### config.mk
export PLATFORM = sky130hd
export DESIGN_NAME = rf_wb_arbiter_flat
export DESIGN_NICKNAME = d
export VERILOG_FILES = /design/src/rtl/rf_wb_arbiter_if.sv /design/src/rtl/rf_wb_arbiter.sv /design/src/flat_wrapper.sv
export SDC_FILE = /design/constraint.sdc
export NUM_CORES = 1
export LEC_CHECK = 0
export BUFFER_PORTS_ARGS = -buffer_cell sky130_fd_sc_hd__buf_2
export CORE_ASPECT_RATIO = 0.7
export CORE_MARGIN = 2
export CORE_UTILIZATION = 50
export DETAILED_ROUTE_END_ITERATION = 7
export PLACE_DENSITY = 0.79
export SLEW_MARGIN = 15
export SYNTH_ARGS = -nofsm -noshare
export SYNTH_HDL_FRONTEND = slang
export SYNTH_SLANG_ARGS = --single-unit
### constraint.sdc
create_clock -name clk -period 4.8 [get_ports clk]
set_input_delay 0.48 -clock clk [delete_from_list [all_inputs] [get_ports clk]]
set_output_delay 0.48 -clock clk [all_outputs]
set_load 0.02 [all_outputs]
### src/rtl/rf_wb_arbiter_if.sv
// Writeback request / regfile write bus between execute units and rf_wb_arbiter.
// slave = arbiter view, master = requester/regfile side.
interface rf_wb_arbiter_if #(
    parameter int unsigned ENTRY_WIDTH = 32,
    parameter int unsigned N_ENTRIES   = 32,
    parameter int unsigned N_REQ       = 4,
    parameter int unsigned N_WR_PORTS  = 2
);
    localparam int unsigned PTR_WIDTH = (N_ENTRIES > 1) ? $clog2(N_ENTRIES) : 1;

    logic [N_REQ-1:0]                        req_valid;
    logic [N_REQ-1:0][PTR_WIDTH-1:0]         req_addr;
    logic [N_REQ-1:0][ENTRY_WIDTH-1:0]       req_data;
    logic [N_REQ-1:0]                        req_ready;
    logic [N_WR_PORTS-1:0]                   wr_en;
    logic [N_WR_PORTS-1:0][PTR_WIDTH-1:0]    wr_addr;
    logic [N_WR_PORTS-1:0][ENTRY_WIDTH-1:0]  wr_data;

    modport slave (
        input  req_valid, req_addr, req_data,
        output req_ready, wr_en, wr_addr, wr_data
    );

    modport master (
        output req_valid, req_addr, req_data,
        input  req_ready, wr_en, wr_addr, wr_data
    );
endinterface

### src/rtl/rf_wb_arbiter.sv
// Round-robin arbiter of N_REQ writeback requesters onto N_WR_PORTS registered regfile write ports.
// Optional RF_WB_X0_DROP_EN: writes to register 0 are accepted and discarded without using a port.
module rf_wb_arbiter #(
    parameter int unsigned ENTRY_WIDTH = 32,
    parameter int unsigned N_ENTRIES   = 32,
    parameter int unsigned N_REQ       = 4,
    parameter int unsigned N_WR_PORTS  = 2
) (
    input  logic           clk,
    input  logic           rst_aL,
    rf_wb_arbiter_if.slave bus
);
    localparam int unsigned PTR_WIDTH = (N_ENTRIES > 1) ? $clog2(N_ENTRIES) : 1;
    localparam int unsigned RR_W      = (N_REQ > 1) ? $clog2(N_REQ) : 1;

    logic [RR_W-1:0]                        r_rr_ptr;
    logic [N_WR_PORTS-1:0]                  r_wr_en;
    logic [N_WR_PORTS-1:0][PTR_WIDTH-1:0]   r_wr_addr;
    logic [N_WR_PORTS-1:0][ENTRY_WIDTH-1:0] r_wr_data;

    logic [RR_W-1:0]                        w_rr_next;
    logic [N_REQ-1:0]                       w_ready;
    logic [N_WR_PORTS-1:0]                  w_port_en;
    logic [N_WR_PORTS-1:0][PTR_WIDTH-1:0]   w_port_addr;
    logic [N_WR_PORTS-1:0][ENTRY_WIDTH-1:0] w_port_data;

    // Scan from rr_ptr; the k-th accepted requester fills port k, same-address requesters wait.
    always_comb begin
        logic [RR_W-1:0] w_idx;
        int unsigned     w_n_pick;
        logic            w_conflict;
        logic            w_x0;

        w_rr_next   = r_rr_ptr;
        w_ready     = '0;
        w_port_en   = '0;
        w_port_addr = '0;
        w_port_data = '0;
        w_n_pick    = 0;
        w_idx       = '0;
        w_conflict  = 1'b0;
        w_x0        = 1'b0;

        for (int unsigned j = 0; j < N_REQ; j++) begin
            w_idx      = RR_W'((32'(r_rr_ptr) + j) % N_REQ);
            w_conflict = 1'b0;
            for (int unsigned k = 0; k < N_WR_PORTS; k++) begin
                if (k < w_n_pick && w_port_addr[k] == bus.req_addr[w_idx])
                    w_conflict = 1'b1;
            end
`ifdef RF_WB_X0_DROP_EN
            w_x0 = (bus.req_addr[w_idx] == '0);
`else
            w_x0 = 1'b0;
`endif
            if (bus.req_valid[w_idx]) begin
                if (w_x0) begin
                    w_ready[w_idx] = 1'b1;
                end else if (w_n_pick < N_WR_PORTS && !w_conflict) begin
                    w_ready[w_idx] = 1'b1;
                    for (int unsigned k = 0; k < N_WR_PORTS; k++) begin
                        if (k == w_n_pick) begin
                            w_port_en[k]   = 1'b1;
                            w_port_addr[k] = bus.req_addr[w_idx];
                            w_port_data[k] = bus.req_data[w_idx];
                        end
                    end
                    w_n_pick  = w_n_pick + 1;
                    w_rr_next = RR_W'((32'(w_idx) + 1) % N_REQ);
                end
            end
        end
    end

    always_ff @(posedge clk or negedge rst_aL) begin
        if (!rst_aL) begin
            r_rr_ptr  <= '0;
            r_wr_en   <= '0;
            r_wr_addr <= '0;
            r_wr_data <= '0;
        end else begin
            r_wr_en <= w_port_en;
            for (int unsigned k = 0; k < N_WR_PORTS; k++) begin
                if (w_port_en[k]) begin
                    r_wr_addr[k] <= w_port_addr[k];
                    r_wr_data[k] <= w_port_data[k];
                end
            end
            if (|w_port_en)
                r_rr_ptr <= w_rr_next;
        end
    end

    assign bus.req_ready = w_ready;
    assign bus.wr_en     = r_wr_en;
    assign bus.wr_addr   = r_wr_addr;
    assign bus.wr_data   = r_wr_data;
endmodule

### src/flat_wrapper.sv
// flat-port wrapper written by rule: the top's interface ports become plain ports
module rf_wb_arbiter_flat 
#(
    parameter int unsigned ENTRY_WIDTH = 32,
    parameter int unsigned N_ENTRIES   = 32,
    parameter int unsigned N_REQ       = 4,
    parameter int unsigned N_WR_PORTS  = 2
)
  (clk, rst_aL, bus_req_valid, bus_req_addr, bus_req_data, bus_req_ready, bus_wr_en, bus_wr_addr, bus_wr_data);
  rf_wb_arbiter_if #(.ENTRY_WIDTH(ENTRY_WIDTH), .N_ENTRIES(N_ENTRIES), .N_REQ(N_REQ), .N_WR_PORTS(N_WR_PORTS)) bus_i ();
  input  logic clk;
  input  logic rst_aL;
  input wire logic [$bits(bus_i.req_valid)-1:0] bus_req_valid;
  input wire logic [$bits(bus_i.req_addr)-1:0] bus_req_addr;
  input wire logic [$bits(bus_i.req_data)-1:0] bus_req_data;
  output wire logic [$bits(bus_i.req_ready)-1:0] bus_req_ready;
  output wire logic [$bits(bus_i.wr_en)-1:0] bus_wr_en;
  output wire logic [$bits(bus_i.wr_addr)-1:0] bus_wr_addr;
  output wire logic [$bits(bus_i.wr_data)-1:0] bus_wr_data;
  assign bus_i.req_valid = bus_req_valid;
  assign bus_i.req_addr = bus_req_addr;
  assign bus_i.req_data = bus_req_data;
  assign bus_req_ready = bus_i.req_ready;
  assign bus_wr_en = bus_i.wr_en;
  assign bus_wr_addr = bus_i.wr_addr;
  assign bus_wr_data = bus_i.wr_data;
  rf_wb_arbiter #(.ENTRY_WIDTH(ENTRY_WIDTH), .N_ENTRIES(N_ENTRIES), .N_REQ(N_REQ), .N_WR_PORTS(N_WR_PORTS)) u_core (.clk(clk), .rst_aL(rst_aL), .bus(bus_i));
endmodule
==> results.py <==
metrics = {
    "detailed_routing": {
        "drc": 0,
        "vias_per_cell": 7.290,
        "wl_per_cell_um": 24.96,
        "antenna_left": 0,
        "drt_iter0_markers": 1453,
        "firstDrtPassIters": 8,
        "via_count": 8755,
        "routed_wirelength_um": 29970,
    },
    "worst_setup_path": {
        "slowest_stage": "dfrtp_4",
        "path_delay_family": "compound AO/OA/AOI/OAI gates",
        "worstPathRequired_ns": 4.32,
        "cp-start-kind": "flip-flop",
        "max_stage_delay_ns": 0.47,
        "reg2reg_depth": 14,
        "cp.arrival_ns": 4.07,
        "crit_top_cell": "a21oi_1",
        "crit_cells": 13,
        "critPathCaptureType": "primary output",
        "path_max_fanout": 21,
        "critPathKind": "reg2out",
        "path_buf_inv": 4,
        "rrSetupSlack_ns": 0.56,
        "path_cells": "inv_1 -> ha_4 -> buf_4 -> buf_6 -> mux4_2 -> a21oi_1 -> a21oi_1 -> a211o_1 -> a22o_1 -> a311o_2 -> or2_4 -> o21ai_0 -> buf_2",
    },
    "cts": {
        "htreeDepth": 3,
        "insertion_delay_ns": 0.34,
        "clk_path_buf_depth": 2,
        "clkSinkCount": 78,
        "cts_root_buf": "clkbuf_16",
        "cts.clk_slew.worst_paths_ns": 0.06,
        "cts_inserted_buffers": 9,
        "cts_tree": "built",
        "hold_buffers": 0,
    },
    "floorplanning": {
        "start_util": 0.5164,
        "fp.coreArea_um2": 17370,
        "io_pins": 234,
        "die_h_um": 116.0,
        "rows": 40,
        "die_w_um": 164.1,
        "die_area_um2": 19040,
    },
    "placement": {
        "place.gp.congestion": 0.8842,
        "portBuffers": 233,
        "dp_cells": 1179,
        "dp_worst_setup_slack_ns": 0.3204,
        "dp.final_hpwl_um": 20730,
    },
    "synthesis": {
        "syn_inst": 780,
        "synthDistinctLibCells": 53,
        "synth-edff-count": 0,
        "synthFlopType": "dfrtp_1",
        "synthTopCellsByArea": "mux4_2 39%, dfrtp_1 22%, a221o_1 4.6%",
        "synth_warnings": 0,
        "yosysTopAreaCell": "mux4_2",
        "ys_async_sr_fraction": 1.000,
        "synth-seq-cells": 78,
        "avgSynthCellArea_um2": 11.50,
        "netlist_area_um2": 8967,
        "synth_commonest_cells": "154 x mux4_2, 82 x nand2_1, 78 x dfrtp_1",
        "seq_area_frac_synth": 0.2177,
        "synth_most_common_cell": "mux4_2",
        "synth_top_area_frac": 0.3868,
        "synthesis.nets": 938,
    },
    "sta": {
        "fin_crit_ns": 4.545,
        "finalSetupViolations": 0,
        "worst_slew_pin_slew_ns": 0.9348,
        "grt_setup_unrepaired": "false",
        "postLayoutSetupSlackWorst_ns": 0.2549,
        "finalHoldViolations": 0,
        "slew_headroom": 0.3768,
        "max_clock_freq_mhz": 220.0,
        "drv_slew": 0,
        "period_share": 0.9469,
        "skew_ns": 0.005596,
    },
    "cells_and_area": {
        "final_core_util": 0.6151,
        "area_delta_synth_final_pct": 19.13,
        "fin_nets": 1122,
        "drive_above_1_share": 0.4665,
        "instances_no_fill": 1201,
    },
    "flow_run": {
        "maxCapViolCount": 0,
    },
    "grt": {
        "gr-total-overflow": 0,
        "grt_pass1_vias": 8113,
        "grt_max_degree": 76,
        "grt_pass1_wl_um": 45760,
        "grt_usage": 0.3109,
        "antenna_found_initial": 0,
    },
    "run_status": {
        "outcome": "complete, no violations",
    },
    "worst_hold_path": {
        "hold_class": "in2async",
    },
}
-- placed cells by master, fill, tap and decap left out, types with 2 or more instances in the layout --
cell       Yosys  layout
o41ai_1        2       2
mux2i_1        3       3
o21a_1         9       9
dfrtp_1       78      76
a21oi_1        6       5
nor2b_1        6       5
nand2b_1       7       7
o221ai_1       2       2
a221o_1       41      41
o21ai_0       43      43
a311o_1       36      35
a222oi_1       4       4
nor2_1        13      12
ha_1           4       3
bufinv_16      0       2
a22o_1        38      38
xnor2_1       13      13
inv_1         18      18
dfrtp_4        0       2
nor3_1        38      38
o22ai_1        2       2
a22oi_1       29      29
and3b_1        4       4
clkbuf_16      0       9
clkinv_2       0       2
nand2_1       82      82
xor2_1         7       7
o311ai_0       4       4
buf_6          6       4
mux2_2         2       2
buf_4          2      27
mux4_2       154     154
nor2b_4        1       2
nand4_1        2       2
buf_12         0       3
buf_2         17     232
nor3b_1        5       5
nand3_1        7       7
o211ai_1       9       9
-- cell type report --
class,count,area (µm²)
inverter,19,71.32
multi-input combinational,590,6576
timing repair buffer,266,1469
antenna,1,2.502
clock inverter,6,86.33
sequential,78,1959
fill,1411,6684
tap,231,289.0
clock buffer,10,229.0
-- per-layer routing --
layer	global-route usage	share of wire	up-vias
met5	0	0	-
met3	0.06908	0.12	36
met4	0.07018	0.0094	0
li1	-	-	3678
met2	0.4812	0.46	663
met1	0.4530	0.41	4378
-- kinds of logic (layout without fill, tap and decap cells) --
kind of cell | count (synthesis) | after routing | synth area share
other | 0 | 1 | 0
buffers and inverters | 112 | 301 | 0.05511
AND/OR/NAND/NOR | 170 | 170 | 0.09195
AO/OA/AOI/OAI | 237 | 237 | 0.2175
flip-flops | 78 | 78 | 0.2177
multiplexers | 159 | 159 | 0.3926
adder cells (fa/ha/maj) | 4 | 4 | 0.005581
XOR/XNOR | 20 | 20 | 0.01953
-- through the flow --
step | hold slack [ns] | instance area (µm²) | setup TNS (ns)
floorplan | 0.1844 | 8967 | -0.3009
global placement | 0.4915 | 10310 | 0
detailed placement | 0.4976 | 10310 | 0
CTS | 0.2067 | 10630 | 0
global route | 0.2328 | 10680 | 0
finish | 0.1821 | 10680 | 0
-- path summary, 6_finish.rpt --
| path | start | end |
|---|---|---|
| min in group clk | u_core.bus.wr_addr[5] | u_core.bus.wr_addr[5] |
| worst max register to register | u_core.r_rr_ptr[1] | u_core.bus.wr_data[53] |
| worst max-delay path | u_core.r_rr_ptr[1] | bus_req_ready[1] |
| worst min register to register | u_core.bus.wr_addr[5] | u_core.bus.wr_addr[5] |
| worst min-delay path | rst_aL | u_core.bus.wr_data[51] |
| max in group asynchronous | rst_aL | u_core.bus.wr_data[46] |
-- sequential cells by signal (all words and copies together), names as in the netlist --
name and flops:
u_core.bus.wr_data 64, u_core.bus.wr_en 2, u_core.r_rr_ptr 2, u_core.bus.wr_addr 10
-- what timing repair did --
| item | CTS | global route |
|---|---|---|
| hold endpoints to repair | 0 | 0 |
| pin swaps | 0 | 1 |
| resized for setup | 2 | 4 |
| buffers inserted | 0 | 5 |
| endpoints found under the setup margin | 4 | 4 |
Power is not shown: default switching activity piles up to over one toggle a cycle in this logic, so the estimate is an artifact.
